$ cat config.mk
export PLATFORM = sky130hd
export DESIGN_NAME = serial_pattern_generator
export DESIGN_NICKNAME = d
export VERILOG_FILES = /design/src/rtl/serial_pattern_gen_pkg.sv /design/src/rtl/serial_pattern_generator_piso.sv /design/src/rtl/serial_pattern_generator.sv
export SDC_FILE = /design/constraint.sdc
export NUM_CORES = 1
export LEC_CHECK = 0
export BUFFER_PORTS_ARGS = -buffer_cell sky130_fd_sc_hd__buf_2
export CAP_MARGIN = 30
export CORE_ASPECT_RATIO = 1.25
export CORE_MARGIN = 5
export CORE_UTILIZATION = 56
export DETAILED_ROUTE_END_ITERATION = 16
export PLACE_DENSITY = 0.77
export REMOVE_ABC_BUFFERS = 1
export SLEW_MARGIN = 20
export SYNTH_ARGS = -nofsm -noshare
export SYNTH_HDL_FRONTEND = slang
export SYNTH_HIERARCHICAL = 1
export SYNTH_SLANG_ARGS = --single-unit
export TNS_END_PERCENT = 10
$ cat constraint.sdc
create_clock -name clk -period 2 [get_ports clk]
set_input_delay 0.4 -clock clk [delete_from_list [all_inputs] [get_ports clk]]
set_output_delay 0.4 -clock clk [all_outputs]
set_load 0.01 [all_outputs]
$ cat src/rtl/serial_pattern_gen_pkg.sv
// Shared definitions for the serial pattern generator.
//   state_t    : FSM state encoding (IDLE, SHIFT, GAP, DONE)
//   frame_len  : bits per frame for a given pattern width (adds the parity bit when enabled)
//   cnt_width  : register width able to hold 0..max_val (never narrower than 1 bit)
// Optional feature macro: SERIAL_PATTERN_GEN_PARITY_EN (appends an even-parity bit to every frame).
package serial_pattern_gen_pkg;

  typedef enum logic [1:0] {
    IDLE  = 2'd0,
    SHIFT = 2'd1,
    GAP   = 2'd2,
    DONE  = 2'd3
  } state_t;

`ifdef SERIAL_PATTERN_GEN_PARITY_EN
  localparam int PARITY_BITS = 1;
`else
  localparam int PARITY_BITS = 0;
`endif

  function automatic int frame_len(input int w);
    return w + PARITY_BITS;
  endfunction

  // A zero-length gap still needs a legal 1-bit counter declaration.
  function automatic int cnt_width(input int max_val);
    if (max_val < 1) return 1;
    return $clog2(max_val + 1);
  endfunction

endpackage

$ cat src/rtl/serial_pattern_generator_piso.sv
// piso_shift_reg: W-bit parallel-load, MSB-first shift register.
// Ports:
//   clk        in   clock
//   rst        in   asynchronous active-high reset (clears the register)
//   load       in   load load_data (takes priority over shift)
//   shift      in   shift left by one, zero fills the LSB
//   load_data  in   W-bit parallel load value
//   msb        out  current MSB of the register
module piso_shift_reg #(
  parameter int W = 3
) (
  input  logic         clk,
  input  logic         rst,
  input  logic         load,
  input  logic         shift,
  input  logic [W-1:0] load_data,
  output logic         msb
);

  logic [W-1:0] bits_reg;
  logic [W-1:0] bits_next;

  generate
    for (genvar gi = 0; gi < W; gi++) begin : g_bit
      if (gi == 0) begin : g_lsb
        assign bits_next[gi] = load ? load_data[gi] : (shift ? 1'b0 : bits_reg[gi]);
      end else begin : g_upper
        assign bits_next[gi] = load ? load_data[gi] : (shift ? bits_reg[gi-1] : bits_reg[gi]);
      end
    end
  endgenerate

  always_ff @(posedge clk or posedge rst) begin
    if (rst) begin
      bits_reg <= '0;
    end else begin
      bits_reg <= bits_next;
    end
  end

  assign msb = bits_reg[W-1];

endmodule

$ cat src/rtl/serial_pattern_generator.sv
// serial_pattern_generator: accepts a pattern word over a valid/ready handshake and
// transmits it MSB-first, one bit per clock, repeated repeat_cnt+1 times with
// GAP_CYCLES idle cycles between frames.
// Ports:
//   clk          in   clock
//   rst          in   asynchronous active-high reset
//   load_valid   in   pattern/repeat_cnt valid
//   load_ready   out  high in IDLE (and not in reset)
//   pattern      in   W-bit pattern, sent MSB first
//   repeat_cnt   in   extra repetitions (0 = send once)
//   dataout      out  registered serial data
//   bit_valid    out  dataout carries a frame bit
//   frame_start  out  high with the first bit of every frame
//   busy         out  state != IDLE
//   done         out  one-cycle pulse after the final bit of the final frame
// Optional feature macro: SERIAL_PATTERN_GEN_PARITY_EN appends an even-parity bit
// (XOR of the pattern) after the pattern bits of every frame.
module serial_pattern_generator
  import serial_pattern_gen_pkg::*;
#(
  parameter int W          = 3,
  parameter int RW         = 4,
  parameter int GAP_CYCLES = 2
) (
  input  logic          clk,
  input  logic          rst,
  input  logic          load_valid,
  output logic          load_ready,
  input  logic [W-1:0]  pattern,
  input  logic [RW-1:0] repeat_cnt,
  output logic          dataout,
  output logic          bit_valid,
  output logic          frame_start,
  output logic          busy,
  output logic          done
);

  localparam int FL = frame_len(W);
  localparam int BW = cnt_width(FL);
  localparam int GW = cnt_width(GAP_CYCLES);
  localparam logic [BW-1:0] BIT_LAST = BW'(FL - 1);
  localparam logic [GW-1:0] GAP_LAST = GW'((GAP_CYCLES > 0) ? GAP_CYCLES - 1 : 0);
  localparam bit            NO_GAP   = (GAP_CYCLES == 0);
`ifdef SERIAL_PATTERN_GEN_PARITY_EN
  localparam logic [BW-1:0] PAR_IDX  = BW'(W - 1);
`endif

  state_t        state_reg;
  logic [BW-1:0] bit_cnt_reg;
  logic [GW-1:0] gap_cnt_reg;
  logic [RW-1:0] rep_cnt_reg;
  logic [W-1:0]  shadow_reg;

  logic          accept;
  logic          last_bit;
  logic          reps_left;
  logic          restart;
  logic          piso_load;
  logic          piso_shift;
  logic [W-1:0]  piso_data;
  logic          piso_msb;

`ifdef SERIAL_PATTERN_GEN_PARITY_EN
  logic          parity_bit;
  assign parity_bit = ^shadow_reg;
`endif

  assign accept    = load_valid && (state_reg == IDLE);
  assign last_bit  = (bit_cnt_reg == BIT_LAST);
  assign reps_left = (rep_cnt_reg != '0);

  // A new frame begins either straight after the last bit (no gap) or at the end of a gap.
  assign restart = ((state_reg == SHIFT) && last_bit && reps_left && NO_GAP) ||
                   ((state_reg == GAP) && (gap_cnt_reg == GAP_LAST));

  // The first bit of each frame goes straight to dataout, so the shift register is
  // loaded with the remaining bits already moved up to the MSB position.
  assign piso_load  = accept || restart;
  assign piso_shift = (state_reg == SHIFT) && !last_bit;
  assign piso_data  = accept ? {pattern[W-2:0], 1'b0} : {shadow_reg[W-2:0], 1'b0};

  piso_shift_reg #(
    .W(W)
  ) u_piso (
    .clk       (clk),
    .rst       (rst),
    .load      (piso_load),
    .shift     (piso_shift),
    .load_data (piso_data),
    .msb       (piso_msb)
  );

  assign load_ready = (state_reg == IDLE) && !rst;
  assign busy       = (state_reg != IDLE);

  always_ff @(posedge clk or posedge rst) begin
    if (rst) begin
      state_reg   <= IDLE;
      bit_cnt_reg <= '0;
      gap_cnt_reg <= '0;
      rep_cnt_reg <= '0;
      shadow_reg  <= '0;
      dataout     <= 1'b0;
      bit_valid   <= 1'b0;
      frame_start <= 1'b0;
      done        <= 1'b0;
    end else begin
      frame_start <= 1'b0;
      done        <= 1'b0;
      case (state_reg)
        IDLE: begin
          if (accept) begin
            shadow_reg  <= pattern;
            rep_cnt_reg <= repeat_cnt;
            bit_cnt_reg <= '0;
            dataout     <= pattern[W-1];
            bit_valid   <= 1'b1;
            frame_start <= 1'b1;
            state_reg   <= SHIFT;
          end
        end
        SHIFT: begin
          if (!last_bit) begin
            bit_cnt_reg <= bit_cnt_reg + 1'b1;
            bit_valid   <= 1'b1;
`ifdef SERIAL_PATTERN_GEN_PARITY_EN
            if (bit_cnt_reg == PAR_IDX) begin
              dataout <= parity_bit;
            end else begin
              dataout <= piso_msb;
            end
`else
            dataout     <= piso_msb;
`endif
          end else if (reps_left) begin
            rep_cnt_reg <= rep_cnt_reg - 1'b1;
            if (NO_GAP) begin
              bit_cnt_reg <= '0;
              dataout     <= shadow_reg[W-1];
              bit_valid   <= 1'b1;
              frame_start <= 1'b1;
            end else begin
              state_reg   <= GAP;
              gap_cnt_reg <= '0;
              dataout     <= 1'b0;
              bit_valid   <= 1'b0;
            end
          end else begin
            state_reg <= DONE;
            done      <= 1'b1;
            dataout   <= 1'b0;
            bit_valid <= 1'b0;
          end
        end
        GAP: begin
          if (gap_cnt_reg == GAP_LAST) begin
            state_reg   <= SHIFT;
            bit_cnt_reg <= '0;
            dataout     <= shadow_reg[W-1];
            bit_valid   <= 1'b1;
            frame_start <= 1'b1;
          end else begin
            gap_cnt_reg <= gap_cnt_reg + 1'b1;
          end
        end
        DONE: begin
          state_reg <= IDLE;
        end
        default: begin
          state_reg <= IDLE;
        end
      endcase
    end
  end

endmodule

==> reports/metrics.csv <==
metric,value,unit
gr ovfl total,0,
vias in the first global route,975,
Mean Syn Cell Area,10.3,µm²
layout cells sized above 1,0.255,
worst skew pair latency,0.31,ns
yosys warns,6,
CTS max path bufs,2,
final wirelength,2360,µm
DP Wirelength,1860,µm
worst hold slack,0.336,ns
Mapped Cells,123,
gpl congestion,0.859,
Max Cap Violations,0,
final hold viol count,0,
Synth async-reset ratio,1.00,
die footprint,3320,µm²
Initial DRT Pass Iterations,4,
Slew Limit Fails,0,
Synth Flop Type,dfrtp_1,
P per Cell Area,1580,nW/µm²
Final Cycle Share,0.951,
wire length per cell,13.4,µm
Yosys reg bits,20,
critical path startpoint category,flop,
synth-to-layout area growth,14.0,%
Max Clk Rate,0.526,GHz
"most common cell after layout, fill and taps aside",dfrtp_1,
H-tree depth,1,
post-layout min period,1.90,ns
initial detailed-routing violation count,13,
Crit path arrival time,2.10,ns
largest net degree at the start of global routing,18,
RSZ-0062 raised after global routing,false,
Yosys top cell area share,0.395,
Die X,52.5,µm
crit end category,flop,
reg-to-reg startpoint,state_reg[0],
Layout Skew,0.00396,ns
"area leader, netlist",dfrtp_1,
Global Route Usage Sum,0.169,
final std cells w/o fill,176,
Post-synth EDFFs,0,
io pins,16,
outcome,"finished, final reports clean",
first-pass GRT wire length,4280,µm
Post-Syn Area,1270,µm²
Setup CP Type,flop to flop,
origin of the worst setup path,state_reg[0],
CTS tree,yes,
worst-margin pin slew,0.633,ns
"commonest non-fill, non-tap cells in the layout","20 x dfrtp_1, 15 x buf_2, 13 x inv_1",
Detail Route Antenna Nets,0,
Post-layout nets,167,
number of I/O port buffers,15,
largest cells by area after synthesis,"dfrtp_1 40%, ha_1 11%, mux2_2 6.2%",
Placeable Area,2190,µm²
Largest register FFs,4,
worst-path maximum fanout,6,
CTS Root Cell,clkbuf_4,
Die Y,63.2,µm
Sinks on Clock Net,20,
Leak,0.688,nW
"Setup Fix Bufs, Post-CTS",0,
Worst EP required,2.20,ns
slew margin rel.,0.578,
worst IR drop on VDD,0.00101,V
"Seq/Total Area, Yosys",0.395,
number of antenna diodes,0,
Vias per Instance,5.31,
starting density of the core,0.579,
CTS clock-pin slew for the worst setup and hold paths,0.11,ns
post-synth cell types,38,
Via Count,934,
initial antenna violation count,0,
Num CTS Buffers,3,
Setup Viol. Count Final,0,
Post-Place Cells,171,
Hold Path Class,input port to flop,
FP Rows,19,
DRC,0,
Hold Path Origin,pattern[0],
-- stage by stage --
| step | TNS, ns | total power [W] | cell area [µm²] | util | setup slack (ns) |
|---|---|---|---|---|---|
| 2_1_floorplan | -0.0893 | 0.00171 | 1250 | - | -0.0570 |
| 3_3_place_gp | 0 | 0.00201 | 1400 | 0.639 | 0.215 |
| 3_5_place_dp | 0 | 0.00206 | 1400 | 0.639 | 0.134 |
| 4_1_cts | 0 | 0.00231 | 1440 | 0.660 | 0.115 |
| 5_1_grt | 0 | 0.00251 | 1440 | 0.660 | 0.0172 |
| 6_report | 0 | 0.00229 | 1440 | 0.660 | 0.0974 |
-- where the power goes --
| part | internal (W) | leakage [nW] | switching [W] |
|---|---|---|---|
| clock network | 0.000111 | 0.0210 | 0.000126 |
| registers | 0.000583 | 0.247 | 0.000127 |
| logic | 0.000650 | 0.420 | 0.000690 |
| total | 0.00134 | 0.688 | 0.000942 |
-- path summary, 6_finish.rpt --
path	slack, ns	depth (start not counted)	end
setup / recovery	0.1	5	dataout
hold / removal	0.34	2	shadow_reg[0]
setup reg to reg	0.1	5	dataout
hold reg to reg	0.52	1	shadow_reg[0]
max in group asynchronous	0.87	3	bit_valid
min in group asynchronous	0.51	3	u_piso/bits_reg[2]
-- per-layer routing --
layer  up-vias  global-route usage  part of all wire
met5         -                   0                 0
met4         0              0.0639             0.012
met3         4              0.0283             0.034
met2        15               0.275              0.50
met1       441               0.218              0.45
li1        474                   -                 -
-- kinds of logic (layout without fill, tap and decap cells) --
family,count (synthesis),in the layout,share of synthesized area
AND/OR/NAND/NOR,43,43,0.214
flip-flops,20,20,0.395
AO/OA/AOI/OAI,18,18,0.106
buffers and inverters,16,38,0.0543
multiplexers,14,14,0.119
adder cells (fa/ha/maj),11,11,0.109
other,1,1,0.00296
-- cell usage after synthesis (all sizes together) (3+ instances only) --
cell / number
nand2b: 5
dfrtp: 20
nor3: 3
nor2b: 5
a31oi: 3
nor3b: 3
mux2i: 6
inv: 13
nor2: 5
nand2: 11
ha: 11
o21ai: 4
mux2: 8
-- area by class of cell --
class | instances | area, µm²
sequential | 20 | 500
tap | 31 | 38.8
clock buffer | 4 | 36.3
fill | 188 | 743
inverter | 13 | 48.8
multi-input combinational | 87 | 697
timing repair buffer | 21 | 123
-- worst max-delay path, stage by stage, from the launching register on --
cell	delay, ns
dfrtp_1	0.45
inv_1	0.12
ha_1	0.27
and2b_1	0.26
nor3_2	0.32
mux2_2	0.38
-- what timing repair did --
action                    4_1_cts  5_1_grt
hold endpoints to repair        3        0
hold buffers                    1        0
gates resized for setup         0        0
(Power assumes the default switching activity.)
